[config.mk]
export PLATFORM = sky130hd
export DESIGN_NAME = mem_lsu
export DESIGN_NICKNAME = d
export VERILOG_FILES = /design/src/rtl/mem_lsu.sv
export SDC_FILE = /design/constraint.sdc
export NUM_CORES = 1
export LEC_CHECK = 0
export BUFFER_PORTS_ARGS = -buffer_cell sky130_fd_sc_hd__buf_2
export CORE_MARGIN = 2
export CORE_UTILIZATION = 45
export DETAILED_ROUTE_END_ITERATION = 10
export PLACE_DENSITY = 0.82
export SKIP_CTS_REPAIR_TIMING = 1
export SYNTH_ARGS = -nofsm -noshare
export SYNTH_HDL_FRONTEND = slang
export SYNTH_SLANG_ARGS = --single-unit
[constraint.sdc]
create_clock -name clk_i -period 6.4 [get_ports clk_i]
set_clock_uncertainty 0.15 [all_clocks]
set_input_delay 0.96 -clock clk_i [delete_from_list [all_inputs] [get_ports clk_i]]
set_output_delay 0.96 -clock clk_i [all_outputs]
set_load 0.1 [all_outputs]
[src/rtl/mem_lsu.sv]
`default_nettype none
// ============================================================================
// Module   : mem_lsu
// Purpose  : Memory-access pipeline stage. Runs req/gnt/rvalid data-bus
//            transactions, aligns/extends loads, encodes stores, flags
//            misaligned accesses and registers writeback for MEM/WB.
// Revision : 1.0 - initial release
// ============================================================================
module mem_lsu #(
    parameter int ADDR_WIDTH  = 32,
    parameter int DATA_WIDTH  = 32,
    parameter int RADDR_WIDTH = 5
) (
    input  logic                   clk_i,
    input  logic                   rst_i,
    input  logic [RADDR_WIDTH-1:0] reg_waddr_i,
    input  logic                   reg_we_i,
    input  logic [DATA_WIDTH-1:0]  reg_wdata_i,
    input  logic [ADDR_WIDTH-1:0]  mem_addr_i,
    input  logic [DATA_WIDTH-1:0]  mem_data_i,
    input  logic [3:0]             mem_op_i,
    input  logic                   mem_we_i,
    input  logic                   flush_i,
    output logic                   bus_req_o,
    output logic                   bus_we_o,
    output logic [ADDR_WIDTH-1:0]  bus_addr_o,
    output logic [DATA_WIDTH-1:0]  bus_wdata_o,
    output logic [3:0]             bus_be_o,
    input  logic                   bus_gnt_i,
    input  logic                   bus_rvalid_i,
    input  logic [DATA_WIDTH-1:0]  bus_rdata_i,
    output logic                   stall_o,
    output logic [RADDR_WIDTH-1:0] reg_waddr_o,
    output logic                   reg_we_o,
    output logic [DATA_WIDTH-1:0]  reg_wdata_o,
    output logic [1:0]             exc_o,
    output logic [ADDR_WIDTH-1:0]  exc_addr_o
);

    localparam logic [3:0] c_OP_LB  = 4'd1;
    localparam logic [3:0] c_OP_LH  = 4'd2;
    localparam logic [3:0] c_OP_LW  = 4'd3;
    localparam logic [3:0] c_OP_LBU = 4'd4;
    localparam logic [3:0] c_OP_LHU = 4'd5;
    localparam logic [3:0] c_OP_SB  = 4'd6;
    localparam logic [3:0] c_OP_SH  = 4'd7;
    localparam logic [3:0] c_OP_SW  = 4'd8;

    localparam logic [1:0] c_SZ_BYTE = 2'd0;
    localparam logic [1:0] c_SZ_HALF = 2'd1;
    localparam logic [1:0] c_SZ_WORD = 2'd2;

    localparam logic [1:0] c_IDLE = 2'd0;
    localparam logic [1:0] c_REQ  = 2'd1;
    localparam logic [1:0] c_WAIT = 2'd2;

    localparam logic [1:0] c_EXC_NONE = 2'b00;
    localparam logic [1:0] c_EXC_LOAD = 2'b01;
    localparam logic [1:0] c_EXC_STOR = 2'b10;

    logic [1:0]            r_state;
    logic [3:0]            r_op;
    logic [1:0]            r_lane;
    logic [ADDR_WIDTH-1:0] r_addr;
    logic                  r_we;
    logic [3:0]            r_be;
    logic [DATA_WIDTH-1:0] r_wdata;
    logic [RADDR_WIDTH-1:0] r_waddr;
    logic                  r_suppress;

    logic                  w_is_load;
    logic                  w_is_store;
    logic                  w_is_mem;
    logic [1:0]            w_size;
    logic                  w_misaligned;
    logic                  w_start;
    logic                  w_in_req;
    logic [3:0]            w_be;
    logic [DATA_WIDTH-1:0] w_wdata;
    logic [7:0]            w_byte;
    logic [15:0]           w_half;
    logic [DATA_WIDTH-1:0] w_load_data;
    logic                  w_unused;

    // The op code alone decides load/store; the separate store flag is redundant.
    assign w_unused = mem_we_i;

    always_comb begin
        w_is_load  = 1'b0;
        w_is_store = 1'b0;
        w_size     = c_SZ_BYTE;
        case (mem_op_i)
            c_OP_LB, c_OP_LBU: begin w_is_load  = 1'b1; w_size = c_SZ_BYTE; end
            c_OP_LH, c_OP_LHU: begin w_is_load  = 1'b1; w_size = c_SZ_HALF; end
            c_OP_LW:           begin w_is_load  = 1'b1; w_size = c_SZ_WORD; end
            c_OP_SB:           begin w_is_store = 1'b1; w_size = c_SZ_BYTE; end
            c_OP_SH:           begin w_is_store = 1'b1; w_size = c_SZ_HALF; end
            c_OP_SW:           begin w_is_store = 1'b1; w_size = c_SZ_WORD; end
            default: ;
        endcase
    end

    assign w_is_mem     = w_is_load | w_is_store;
    assign w_misaligned = ((w_size == c_SZ_HALF) & mem_addr_i[0]) |
                          ((w_size == c_SZ_WORD) & (|mem_addr_i[1:0]));
    assign w_start      = (r_state == c_IDLE) & w_is_mem & ~w_misaligned & ~flush_i;

    // Store data is replicated across lanes so the byte enables alone select the target.
    always_comb begin
        w_be    = 4'b0001 << mem_addr_i[1:0];
        w_wdata = {4{mem_data_i[7:0]}};
        case (w_size)
            c_SZ_HALF: begin
                w_be    = 4'b0011 << mem_addr_i[1:0];
                w_wdata = {2{mem_data_i[15:0]}};
            end
            c_SZ_WORD: begin
                w_be    = 4'b1111;
                w_wdata = mem_data_i;
            end
            default: ;
        endcase
    end

    always_comb begin
        w_byte = bus_rdata_i[7:0];
        case (r_lane)
            2'd1:    w_byte = bus_rdata_i[15:8];
            2'd2:    w_byte = bus_rdata_i[23:16];
            2'd3:    w_byte = bus_rdata_i[31:24];
            default: w_byte = bus_rdata_i[7:0];
        endcase
        w_half      = r_lane[1] ? bus_rdata_i[31:16] : bus_rdata_i[15:0];
        w_load_data = bus_rdata_i;
        case (r_op)
            c_OP_LB:  w_load_data = {{24{w_byte[7]}}, w_byte};
            c_OP_LBU: w_load_data = {24'd0, w_byte};
            c_OP_LH:  w_load_data = {{16{w_half[15]}}, w_half};
            c_OP_LHU: w_load_data = {16'd0, w_half};
            default:  w_load_data = bus_rdata_i;
        endcase
    end

    always_ff @(posedge clk_i or posedge rst_i) begin
        if (rst_i) begin
            r_state    <= c_IDLE;
            r_op       <= 4'd0;
            r_lane     <= 2'd0;
            r_addr     <= '0;
            r_we       <= 1'b0;
            r_be       <= 4'd0;
            r_wdata    <= '0;
            r_waddr    <= '0;
            r_suppress <= 1'b0;
        end else begin
            case (r_state)
                c_IDLE: begin
                    r_suppress <= 1'b0;
                    if (w_start) begin
                        r_state <= c_REQ;
                        r_op    <= mem_op_i;
                        r_lane  <= mem_addr_i[1:0];
                        r_addr  <= {mem_addr_i[ADDR_WIDTH-1:2], 2'b00};
                        r_we    <= w_is_store;
                        r_be    <= w_be;
                        r_wdata <= w_wdata;
                        r_waddr <= reg_waddr_i;
                    end
                end
                c_REQ: begin
                    // Once granted the access cannot be recalled, so a flush only mutes writeback.
                    if (bus_gnt_i) begin
                        r_state    <= c_WAIT;
                        r_suppress <= flush_i;
                    end else if (flush_i) begin
                        r_state <= c_IDLE;
                    end
                end
                c_WAIT: begin
                    if (bus_rvalid_i) begin
                        r_state    <= c_IDLE;
                        r_suppress <= 1'b0;
                    end else if (flush_i) begin
                        r_suppress <= 1'b1;
                    end
                end
                default: r_state <= c_IDLE;
            endcase
        end
    end

    always_ff @(posedge clk_i or posedge rst_i) begin
        if (rst_i) begin
            reg_waddr_o <= '0;
            reg_we_o    <= 1'b0;
            reg_wdata_o <= '0;
            exc_o       <= c_EXC_NONE;
            exc_addr_o  <= '0;
        end else begin
            reg_we_o <= 1'b0;
            exc_o    <= c_EXC_NONE;
            case (r_state)
                c_IDLE: begin
                    reg_waddr_o <= reg_waddr_i;
                    reg_wdata_o <= reg_wdata_i;
                    if (!flush_i) begin
                        if (!w_is_mem) begin
                            reg_we_o <= reg_we_i;
                        end else if (w_misaligned) begin
                            exc_o      <= w_is_store ? c_EXC_STOR : c_EXC_LOAD;
                            exc_addr_o <= mem_addr_i;
                        end
                    end
                end
                c_WAIT: begin
                    if (bus_rvalid_i) begin
                        reg_waddr_o <= r_waddr;
                        reg_wdata_o <= w_load_data;
                        reg_we_o    <= ~r_we & ~(r_suppress | flush_i);
                    end
                end
                default: ;
            endcase
        end
    end

    assign w_in_req    = (r_state == c_REQ);
    assign bus_req_o   = w_in_req;
    assign bus_we_o    = w_in_req & r_we;
    assign bus_addr_o  = w_in_req ? r_addr  : '0;
    assign bus_wdata_o = w_in_req ? r_wdata : '0;
    assign bus_be_o    = w_in_req ? r_be    : 4'd0;

    assign stall_o = ~rst_i & (w_start | w_in_req | ((r_state == c_WAIT) & ~bus_rvalid_i));

endmodule
`default_nettype wire

# --- Word-level counts from Yosys, hierarchy flattened ---
# Cells that the tools add are included.
# W data, S select, Z words.
totals:
  reg_bits: 153
  output_inout_bits: 143
classes:
  n_eq_ne: 24
  n_shift: 2
  n_mux: 33
  n_bitwise: 20
  n_reduce_logical: 13
ops:
  columns: ["cell", "n"]
  rows:
  - ["$pmux W32 S2", 2]
  - ["$pmux W32 S4", 1]
  - ["$mux W32", 3]
  - ["$eq A4 B3 Y1 const B", 6]
  - ["$pmux W8 S3", 1]
  - ["$mux W2", 9]
  - ["$mux W16", 1]
  - ["$eq A4 B2 Y1 const B", 3]
  - ["$pmux W5 S2", 1]
  - ["$and A1 B1 Y1", 9]
  - ["$eq A2 B2 Y1 const B", 4]
  - ["$eq A4 B1 Y1 const B", 2]
  - ["$mux W1", 8]
  - ["$pmux W4 S2", 1]
  - ["$eq A2 B1 Y1 const B", 3]
  - ["$ne A2 B2 Y1 const B", 3]
  - ["$ne A3 B3 Y1 const B", 2]
  - ["$not A1 Y1", 6]
  - ["$pmux W2 S3", 1]
  - ["$reduce_and A3 Y1", 2]
  - ["$reduce_or A3 Y1", 2]
  - ["$mux W5", 1]
  - ["$or A1 B1 Y1", 5]
  - ["$reduce_or A5 Y1", 1]
  - ["13 further kinds", 15]

# --- Longest topological paths before layout ---
# Gate-level depths: netlist of the first run.
logic_depth:
  ltp_word: 12
  mapped_depth: 13

# --- Least setup slack after synthesis of the first run ---
# Ideal clock, no wire load.
synth_path:
  path_kind: "input to output"
  startpoint: "input mem_op_i[3]"
  endpoint: "output stall_o"
  arrival_time_ns: 4.459
  t_required_ns: 5.290
  path_slack_ns: 0.831
  cell_stages: 11
  path_buffers: 3
  cell_sequence: "inv_1 -> or3_1 -> a21oi_1 -> inv_1 -> ha_1 -> clkbuf_1 -> nor2_1 -> o2111ai_4 -> buf_6 -> buf_4 -> a21oi_1"
synth_via:
  elab_chain_cells: 12
  elab_cells_between_ends: 28
synth_lines:
  columns: ["item", "line_no", "source"]
  rows:
  - ["start, declared", "21", "input logic [3:0] mem_op_i,"]
  - ["$eq A4 B3 Y1 (tied with other cells)", "92", "case (mem_op_i)"]
  - ["$reduce_or A3 Y1 (no source line) or $reduce_or A2 Y1 (tied branches)", null, null]
  - ["$pmux W2 S2", "92", null]
  - ["$eq A2 B1 Y1 or $eq A2 B2 Y1 (tied branches)", "104, 105", null]
  - ["$and A1 B1 Y1, on equally long branches", "104, 105", null]
  - ["$or A1 B1 Y1", "104", "assign w_misaligned = ((w_size == c_SZ_HALF) & mem_addr_i[0]) |"]
  - ["$not A1 Y1", "106", "assign w_start = (r_state == c_IDLE) & w_is_mem & ~w_misaligned & ~flush_i;"]
  - ["$and A1 B1 Y1 (*) (2 in series)", "106", null]
  - ["$or A1 B1 Y1 (*) (2 in series)", "234", "assign stall_o = ~rst_i & (w_start | w_in_req | ((r_state == c_WAIT) & ~bus_rvalid_i));"]
  - ["$and A1 B1 Y1 (*)", "234", null]
  - ["end, declared", "32", "output logic stall_o,"]
# Every way passes the cells marked *; elsewhere a longest branch is shown, timed or not.

# --- Final worst setup path of the first run ---
# Ends and elaborated chain as after synthesis.

==> flow_summary.yaml, run 1 <==
sta:
  fmax_mhz: 196.3
  worstMarginPinSlew_ns: 1.114
  hold_viol: 0
  setup_ws_ns: 1.305
  rsz0062_at_grt: "false"
  drv_slew: 0
  period_share_pct: 79.61
  fin_crit_ns: 5.095
  slew-limit-headroom_pct: 25.74
  holdWs_ns: 0.3109
  setup_viol: 0
  fin_tns_setup_ns: 0
job:
  cap_violations: 0
routing:
  wl_mm: 22.18
  first_pass_iters: 5
  drc: 0
  vias: 6731
  dr.first_iter.drc_count: 347
  ant_nets: 0
  via_per_inst: 5.411
  wl_per_cell_microns: 17.83
clocking:
  clock-root-buffer: "clkbuf_16"
  worstSkewPairLatency_ns: 0.42
  clk_transition_reported_paths_ns: 0.06
  numCtsBuffers: 17
  tritoncts: "built"
  cts_sinks: 153
  clk_path_buf_depth: 2
  cts_max_level: 4
hold_path:
  holdPathStages: 1
  min_path_type: "reg2reg"
global_routing:
  first_global_vias: 6637
  overflow: 0
  grt_pass1_wl_mm: 33.92
  antenna_found_initial: 1
  grt_max_degree: 96
  grt_usage_pct: 23.69
worst_setup_path:
  crit_type: "in2out"
  critPathTopFamily: "simple AND/OR/NAND/NOR gates"
  path_cells: "buf_2 > inv_1 > or3_1 > a21oi_1 > inv_1 > ha_1 > nor2_1 > o2111ai_4 > a21oi_1 > buf_2"
  critPathMaxFanout: 24
  r2r_cells: 8
  r2r_slack_ns: 3.26
  max_stage_delay_ns: 0.56
  worstPathArrival_ns: 3.99
  path_buf_inv: 4
  slowest_stage: "nor2_1"
  startpoint_type: "primary input"
  required_ns: 5.29
  path_depth: 10
  cp-end-kind: "output port"
final_layout:
  drive_above_1_share_pct: 40.96
  area_delta_synth_final_pct: 25.83
  finalNetCount: 1155
floorplanning:
  die_w_microns: 136.1
  die_area_sq_mm: 0.01852
  start_util_pct: 45.71
  die-height_microns: 136.1
  rows: 48
  core_sq_mm: 0.01718
  io_pins: 287
place:
  place_ws_ns: 1.333
  place_congestion: 0.8326
  port_buffers: 283
  post-dp-hpwl_mm: 15.80
synth:
  synth_most_common_cell: "dfrtp_1"
  yosysUniqueCellTypes: 56
  synthTopCellsByCount: "dfrtp_1 (153), nand2_1 (82), mux2_2 (79)"
  yosys-top-cells-area: "dfrtp_1 (49%), mux2_2 (11%), and2_1 (5.5%)"
  ys.warnings.count: 0
  yosys.area.top_type: "dfrtp_1"
  netlist_area_sq_mm: 0.007851
  netlist_instances: 752
  ys_ff_latch: 153
  synth_edf_count: 0
  synthFlopType: "dfrtp_1"
  synth.top_cell.area_share_pct: 48.76
  synth-seq-area-share_pct: 48.76
  async_flop_share_pct: 100.0
  syn_avg_cell_area_sq_um: 10.44
outcome:
  outcome: "finished, final reports clean"
==> flip-flops by register name, summed over array words and instances, names as in the netlist, 4 cells and up <==
register / flops
r_op: 4
r_be: 4
exc_addr_o: 32
reg_waddr_o: 5
r_waddr: 5
r_wdata: 32
r_addr: 30
reg_wdata_o: 32
==> logic make-up (layout without fill, tap and decap cells) <==
family	after synthesis	after routing	share of synthesized area, %
compound gates	174	174	14.17
xor+xnor	2	2	0.2231
fa+ha+maj	6	6	0.9561
buf+inv	66	331	4.558
flops	153	153	48.76
mux	99	99	14.42
other cells	1	3	0.04776
simple gates	251	251	16.86
==> metal layers <==
layer  vias up  track usage (%)  wire length (microns)
met2       302            38.41                  10530
met3        59            6.488                   1891
li1       3167                -                      -
met1      3203            28.32                   8809
met5         -                0                      0
met4         0            13.66                    948
==> worst reg2reg max path, cell delays in order (launching register included) <==
cell	delay, ns
dfrtp_1	0.40
inv_1	0.12
ha_1	0.21
nor2b_1	0.46
o2111ai_4	0.47
buf_4	0.55
nor3b_4	0.49
a22oi_1	0.13
nand2_1	0.11
==> path summary, 6_finish.rpt <==
check	startpoint	endpoint
setup / recovery	mem_op_i[3]	stall_o
hold / removal	r_suppress$_DFFE_PP0P_	reg_we_o$_DFF_PP0_
setup reg to reg	r_state[1]$_DFFE_PP0P_	r_wdata[21]$_DFFE_PP0P_
hold reg to reg	r_suppress$_DFFE_PP0P_	reg_we_o$_DFF_PP0_
max in group asynchronous	rst_i	r_wdata[29]$_DFFE_PP0P_
min in group asynchronous	rst_i	r_we$_DFFE_PP0P_
==> layout by cell type (no fill, tap or decap), types with 6 or more instances in the layout <==
| cell | instances |
|---|---|
| a21oi_1 | 36 |
| a221oi_1 | 13 |
| a22oi_1 | 25 |
| a31oi_1 | 11 |
| and2_1 | 69 |
| buf_2 | 283 |
| buf_4 | 6 |
| clkbuf_16 | 17 |
| dfrtp_1 | 153 |
| inv_1 | 9 |
| mux2_2 | 79 |
| mux2i_1 | 16 |
| nand2_1 | 82 |
| nand2b_1 | 10 |
| nand3_1 | 8 |
| nor2_1 | 32 |
| nor2b_1 | 8 |
| o21ai_0 | 62 |
| or3_1 | 24 |
==> metrics by stage <==
stage	cells	util (%)	instance area, sq um
after floorplan	753	-	7855
after global placement	1211	54.09	9291
after detailed placement	1211	54.09	9291
after CTS	1243	57.50	9877
after global routing	1243	57.50	9877
final	1244	57.52	9879
==> final cells by class <==
type,instances,area [sq um]
repair buffers,289,1461
well taps,225,281.5
diodes,1,2.502
clock buffers,17,425.4
flip-flops and latches,153,3829
inverters,10,42.54
clock inverters,15,160.2
fillers,1494,7297
multi-input cells,534,3677
Power of run 1 is not shown: default switching activity piles up to over one toggle a cycle in this logic, so the estimate is an artifact.
==> run 2: changes to the inputs <==
--- a/config.mk
+++ b/config.mk
@@ -5,11 +5,12 @@
 export SDC_FILE = /design/constraint.sdc
 export NUM_CORES = 1
 export LEC_CHECK = 0
+export ABC_AREA = 1
 export BUFFER_PORTS_ARGS = -buffer_cell sky130_fd_sc_hd__buf_2
 export CORE_MARGIN = 2
 export CORE_UTILIZATION = 45
 export DETAILED_ROUTE_END_ITERATION = 10
-export PLACE_DENSITY = 0.82
+export PLACE_DENSITY = 0.81
 export SKIP_CTS_REPAIR_TIMING = 1
 export SYNTH_ARGS = -nofsm -noshare
 export SYNTH_HDL_FRONTEND = slang
==> constraint.sdc (replaced) <==
create_clock -name clk_i -period 4.7 [get_ports clk_i]
set_clock_uncertainty 0.15 [all_clocks]
set_input_delay 0.705 -clock clk_i [delete_from_list [all_inputs] [get_ports clk_i]]
set_output_delay 0.705 -clock clk_i [all_outputs]
set_load 0.1 [all_outputs]
==> flow_summary.yaml, run 2 <==
floorplanning:
  die-height_microns: 137.9
  die_w_microns: 137.9
  start_util_pct: 46.29
  core_sq_mm: 0.01742
  rows: 48
  io_pins: 287
  die_area_sq_mm: 0.01900
worst_setup_path:
  r2r_cells: 8
  crit_top_cell: "inv_1"
  critPathMaxFanout: 21
  worstPathArrival_ns: 2.83
  r2r-end: "reg_wdata_o[13]$_DFFE_PP0P_"
  slowest_stage: "ha_1"
  critPathTopFamily: "buffers and inverters"
  path_depth: 15
  path_cells: "buf_2 > inv_1 > nand2_1 > inv_1 > nand3_1 > inv_1 > a31oi_1 > inv_1 > ha_1 > inv_1 > nand2_1 > nand2_1 > nand4_4 > a31oi_1 > buf_12"
  crit_type: "in2out"
  r2r_start: "r_state[0]$_DFFE_PP0P_"
  cp-startpoint: "mem_op_i[1]"
  cp-end-kind: "output port"
  max_stage_delay_ns: 0.48
  startpoint_type: "primary input"
  cp-endpoint: "stall_o"
  required_ns: 3.85
  path_buf_inv: 7
  r2r_slack_ns: 1.80
outcome:
  outcome: "finished, final reports clean"
synth:
  netlist_instances: 1151
  synth.top_cell.area_share_pct: 47.49
  synthTopCellsByCount: "nand2_1 (464), dfrtp_1 (153), nor2_1 (130)"
  netlist_area_sq_mm: 0.008063
  ys_ff_latch: 153
  synth_most_common_cell: "nand2_1"
  yosys-top-cells-area: "dfrtp_1 (47%), nand2_1 (22%), nor2_1 (6.1%)"
  yosys.area.top_type: "dfrtp_1"
  syn_avg_cell_area_sq_um: 7.005
  synth_edf_count: 0
  async_flop_share_pct: 100.0
  ys.warnings.count: 0
  synthFlopType: "dfrtp_1"
  yosysUniqueCellTypes: 32
  synth-seq-area-share_pct: 47.49
final_layout:
  fin_area_sq_mm: 0.01017
  final_common_cell: "nand2_1"
  reg_top3: "exc_addr_o: 32 flops, r_wdata: 32 flops, reg_wdata_o: 32 flops"
  n_antenna_cell: 0
  drive_above_1_share_pct: 24.36
  area_delta_synth_final_pct: 26.20
  finalNetCount: 1553
  layout_common_cells: "nand2_1 (463), buf_2 (282), dfrtp_1 (153), nor2_1 (130), inv_1 (126)"
clocking:
  clock-root-buffer: "clkbuf_16"
  cts_max_level: 4
  numCtsBuffers: 17
  tritoncts: "built"
  cts_sinks: 153
  clk_path_buf_depth: 2
  worstSkewPairLatency_ns: 0.41
  clk_transition_reported_paths_ns: 0.07
sta:
  rsz0062_at_grt: "false"
  setup_viol: 0
  fin_tns_setup_ns: 0
  worstMarginPinSlew_ns: 0.9466
  drv_slew: 0
  slew-limit-headroom_pct: 36.89
  fin_crit_ns: 3.686
  period_share_pct: 78.42
  hold_viol: 0
  fmax_mhz: 271.3
global_routing:
  grt_max_degree: 73
  antenna_found_initial: 0
  first_global_vias: 7476
  overflow: 0
  grt_pass1_wl_mm: 36.53
  grt_usage_pct: 24.49
routing:
  vias: 8128
  first_pass_iters: 7
  wl_per_cell_microns: 14.34
  ant_nets: 0
  drc: 0
  dr.first_iter.drc_count: 459
  wl_mm: 23.53
  via_per_inst: 4.953
place:
  post-dp-hpwl_mm: 16.64
  placed_cell_area_sq_mm: 0.009578
  port_buffers: 283
  place_congestion: 0.8523
hold_path:
  min_path_type: "in2async"
job:
  cap_violations: 0
[run 2: cell count changes in the layout (fill, tap and decap cells not counted), moves of 13 or more]
| cell | change |
|---|---|
| a22oi_1 | -25 |
| and2_1 | -69 |
| nand2_1 | +381 |
| inv_1 | +117 |
| or3_1 | -24 |
| a221oi_1 | -13 |
| nand3_1 | +13 |
| o21ai_1 | +18 |
| mux2i_1 | -16 |
| mux2_2 | -79 |
| nor2_1 | +98 |
| o21ai_0 | +34 |
[run 2: logic make-up after synthesis]
kind of cell / synth area share (%)
adder cells (fa/ha/maj): 0.9311
AND/OR/NAND/NOR: 30.51
other: 0.04651
flip-flops: 47.49
AO/OA/AOI/OAI: 11.47
buffers and inverters: 9.559
[run 2: worst min-delay path by stage]
stage | end | slack (ns) | cells past startpoint
5_1_grt | r_addr[27]$_DFFE_PP0P_ | 0.22 | 2
3_3_place_gp | reg_wdata_o[19]$_DFFE_PP0P_ | 0.31 | 2
3_5_place_dp | reg_wdata_o[30]$_DFFE_PP0P_ | 0.31 | 2
4_1_cts | exc_addr_o[25]$_DFFE_PP0P_ | 0.18 | 2
6_report | exc_addr_o[25]$_DFFE_PP0P_ | 0.19 | 2
2_1_floorplan | reg_we_o$_DFF_PP0_ | 0.28 | 1
[run 2: layer usage]
| layer | vias up | part of all wire, % | track usage [%] |
|---|---|---|---|
| met5 | - | 0 | 0 |
| met4 | 0 | 2.2 | 8.503 |
| met3 | 35 | 9.1 | 7.200 |
| met2 | 317 | 47 | 40.51 |
| met1 | 3739 | 41 | 30.63 |
| li1 | 4037 | - | - |
[run 2: cell type report]
class	instances	area, sq um
clock buffers	17	425.4
clock inverters	15	171.4
fillers	1664	7242
inverters	131	495.5
multi-input cells	809	3481
flip-flops and latches	153	3829
well taps	225	281.5
repair buffers	291	1491
[run 2: through the flow]
step                hold slack (ns)  util, %  cells  worst slack (ns)
floorplan                    0.2824        -   1152            0.2251
global placement             0.3060    54.99   1609             1.080
detailed placement           0.3108    54.99   1609             1.029
CTS                          0.1845    58.42   1641             1.030
global route                 0.2175    58.42   1641            0.8530
finish                       0.1913    58.42   1641             1.014
Power of run 2 is left out for the same reason.
==> run 3: changes to the inputs <==
--- a/config.mk
+++ b/config.mk
@@ -10,7 +10,7 @@
 export CORE_MARGIN = 2
 export CORE_UTILIZATION = 45
 export DETAILED_ROUTE_END_ITERATION = 10
-export PLACE_DENSITY = 0.81
+export PLACE_DENSITY = 0.84
 export SKIP_CTS_REPAIR_TIMING = 1
 export SYNTH_ARGS = -nofsm -noshare
 export SYNTH_HDL_FRONTEND = slang
==> constraint.sdc (replaced) <==
create_clock -name clk_i -period 3.1 [get_ports clk_i]
set_clock_uncertainty 0.15 [all_clocks]
set_input_delay 0.465 -clock clk_i [delete_from_list [all_inputs] [get_ports clk_i]]
set_output_delay 0.465 -clock clk_i [all_outputs]
set_load 0.1 [all_outputs]
==> flow_summary.yaml, run 3 (synthesized netlist as in run 2, its figures left out) <==
worst_setup_path:
  worstPathArrival_ns: 2.17
  critPathMaxFanout: 5
  r2r_slack_ns: 0.72
  cp-startpoint: "mem_op_i[0]"
  startpoint_type: "primary input"
  cp-endpoint: "stall_o"
  cp-end-kind: "output port"
  r2r_start: "r_state[0]$_DFFE_PP0P_"
  required_ns: 2.48
  r2r-end: "reg_wdata_o[25]$_DFFE_PP0P_"
  crit_type: "in2out"
  r2r_cells: 8
global_routing:
  first_global_vias: 7694
  grt_max_degree: 82
  grt_usage_pct: 25.37
  grt_pass1_wl_mm: 37.56
  overflow: 0
  antenna_found_initial: 3
place:
  dp_cells: 1620
  place_congestion: 0.8830
  placed_cell_area_sq_mm: 0.01005
  post-dp-hpwl_mm: 17.48
  port_buffers: 283
clocking:
  tritoncts: "built"
  clk_transition_reported_paths_ns: 0.07
  clock-root-buffer: "clkbuf_16"
  cts_sinks: 153
  clk_path_buf_depth: 2
  numCtsBuffers: 17
  cts_max_level: 4
  worstSkewPairLatency_ns: 0.42
routing:
  wl_mm: 23.85
  wl_per_cell_microns: 14.42
  drc: 0
  vias: 8281
  dr.first_iter.drc_count: 548
  first_pass_iters: 6
  via_per_inst: 5.007
  ant_nets: 0
sta:
  fmax_mhz: 358.8
  setup_viol: 0
  fin_crit_ns: 2.787
  period_share_pct: 89.91
  rsz0062_at_grt: "false"
  hold_viol: 5
  worstMarginPinSlew_ns: 0.8913
  holdWs_ns: -0.005421
  slew-limit-headroom_pct: 40.49
  fin_tns_setup_ns: 0
  drv_slew: 0
floorplanning:
  start_util_pct: 46.29
  die_area_sq_mm: 0.01900
  io_pins: 287
  rows: 48
  core_sq_mm: 0.01742
  die_w_microns: 137.9
  die-height_microns: 137.9
final_layout:
  final_common_cell: "nand2_1"
  seq_area_sq_mm: 0.003829
  n_fill_cell: 1567
  layout_common_cells: "nand2_1 (463), buf_2 (261), dfrtp_1 (153), nor2_1 (130), inv_1 (116)"
  drive_above_1_share_pct: 25.60
  area_delta_synth_final_pct: 31.80
  multi_input_area_sq_mm: 0.003496
  reg_top3: "exc_addr_o: 32 flops, r_wdata: 32 flops, reg_wdata_o: 32 flops"
  fin_area_sq_mm: 0.01063
  finalNetCount: 1564
  final_cell_count_no_fill: 1654
outcome:
  outcome: "finished with violations"
  violations: "hold timing"
job:
  cap_violations: 0
hold_path:
  min_path_type: "in2async"
run 3: layer usage:
layer | global-route usage, % | up-vias | wire (microns)
li1 | - | 4064 | -
met1 | 30.44 | 3795 | 9518
met2 | 42.08 | 374 | 11290
met3 | 8.114 | 48 | 2355
met4 | 10.71 | 0 | 685
met5 | 0 | - | 0
run 3: cell type report:
class | instances | area share (%)
timing repair buffer | 302 | 18.01
clock inverter | 13 | 1.283
inverter | 131 | 5.016
multi-input combinational | 809 | 32.90
antenna | 3 | 0.07065
tap | 225 | 2.649
sequential | 153 | 36.03
clock buffer | 18 | 4.039
run 3: critical path, cell delays in order:
cell	delay, ns
buf_2	0.10
inv_1	0.06
nand2_1	0.08
inv_1	0.06
nand3_1	0.06
inv_1	0.05
a31oi_1	0.19
inv_1	0.07
ha_1	0.22
inv_1	0.05
nand2_1	0.05
nand2_1	0.13
nand4_4	0.18
a31oi_4	0.20
buf_12	0.20
run 3: how the worst min path moves through the flow:
| stage | to | depth (start not counted) |
|---|---|---|
| after floorplan | reg_we_o$_DFF_PP0_ | 1 |
| after global placement | reg_wdata_o[25]$_DFFE_PP0P_ | 2 |
| after detailed placement | reg_we_o$_DFF_PP0_ | 1 |
| after CTS | r_addr[21]$_DFFE_PP0P_ | 2 |
| after global routing | r_addr[24]$_DFFE_PP0P_ | 2 |
| final | exc_addr_o[24]$_DFFE_PP0P_ | 2 |
run 3: metrics by stage:
step	util, %	setup WS, ns
2_1_floorplan	-	0.01493
3_3_place_gp	57.72	0.3318
3_5_place_dp	57.72	0.2649
4_1_cts	60.97	0.2945
5_1_grt	61.01	0.1148
6_report	61.01	0.3127
Power of run 3 is left out for the same reason.
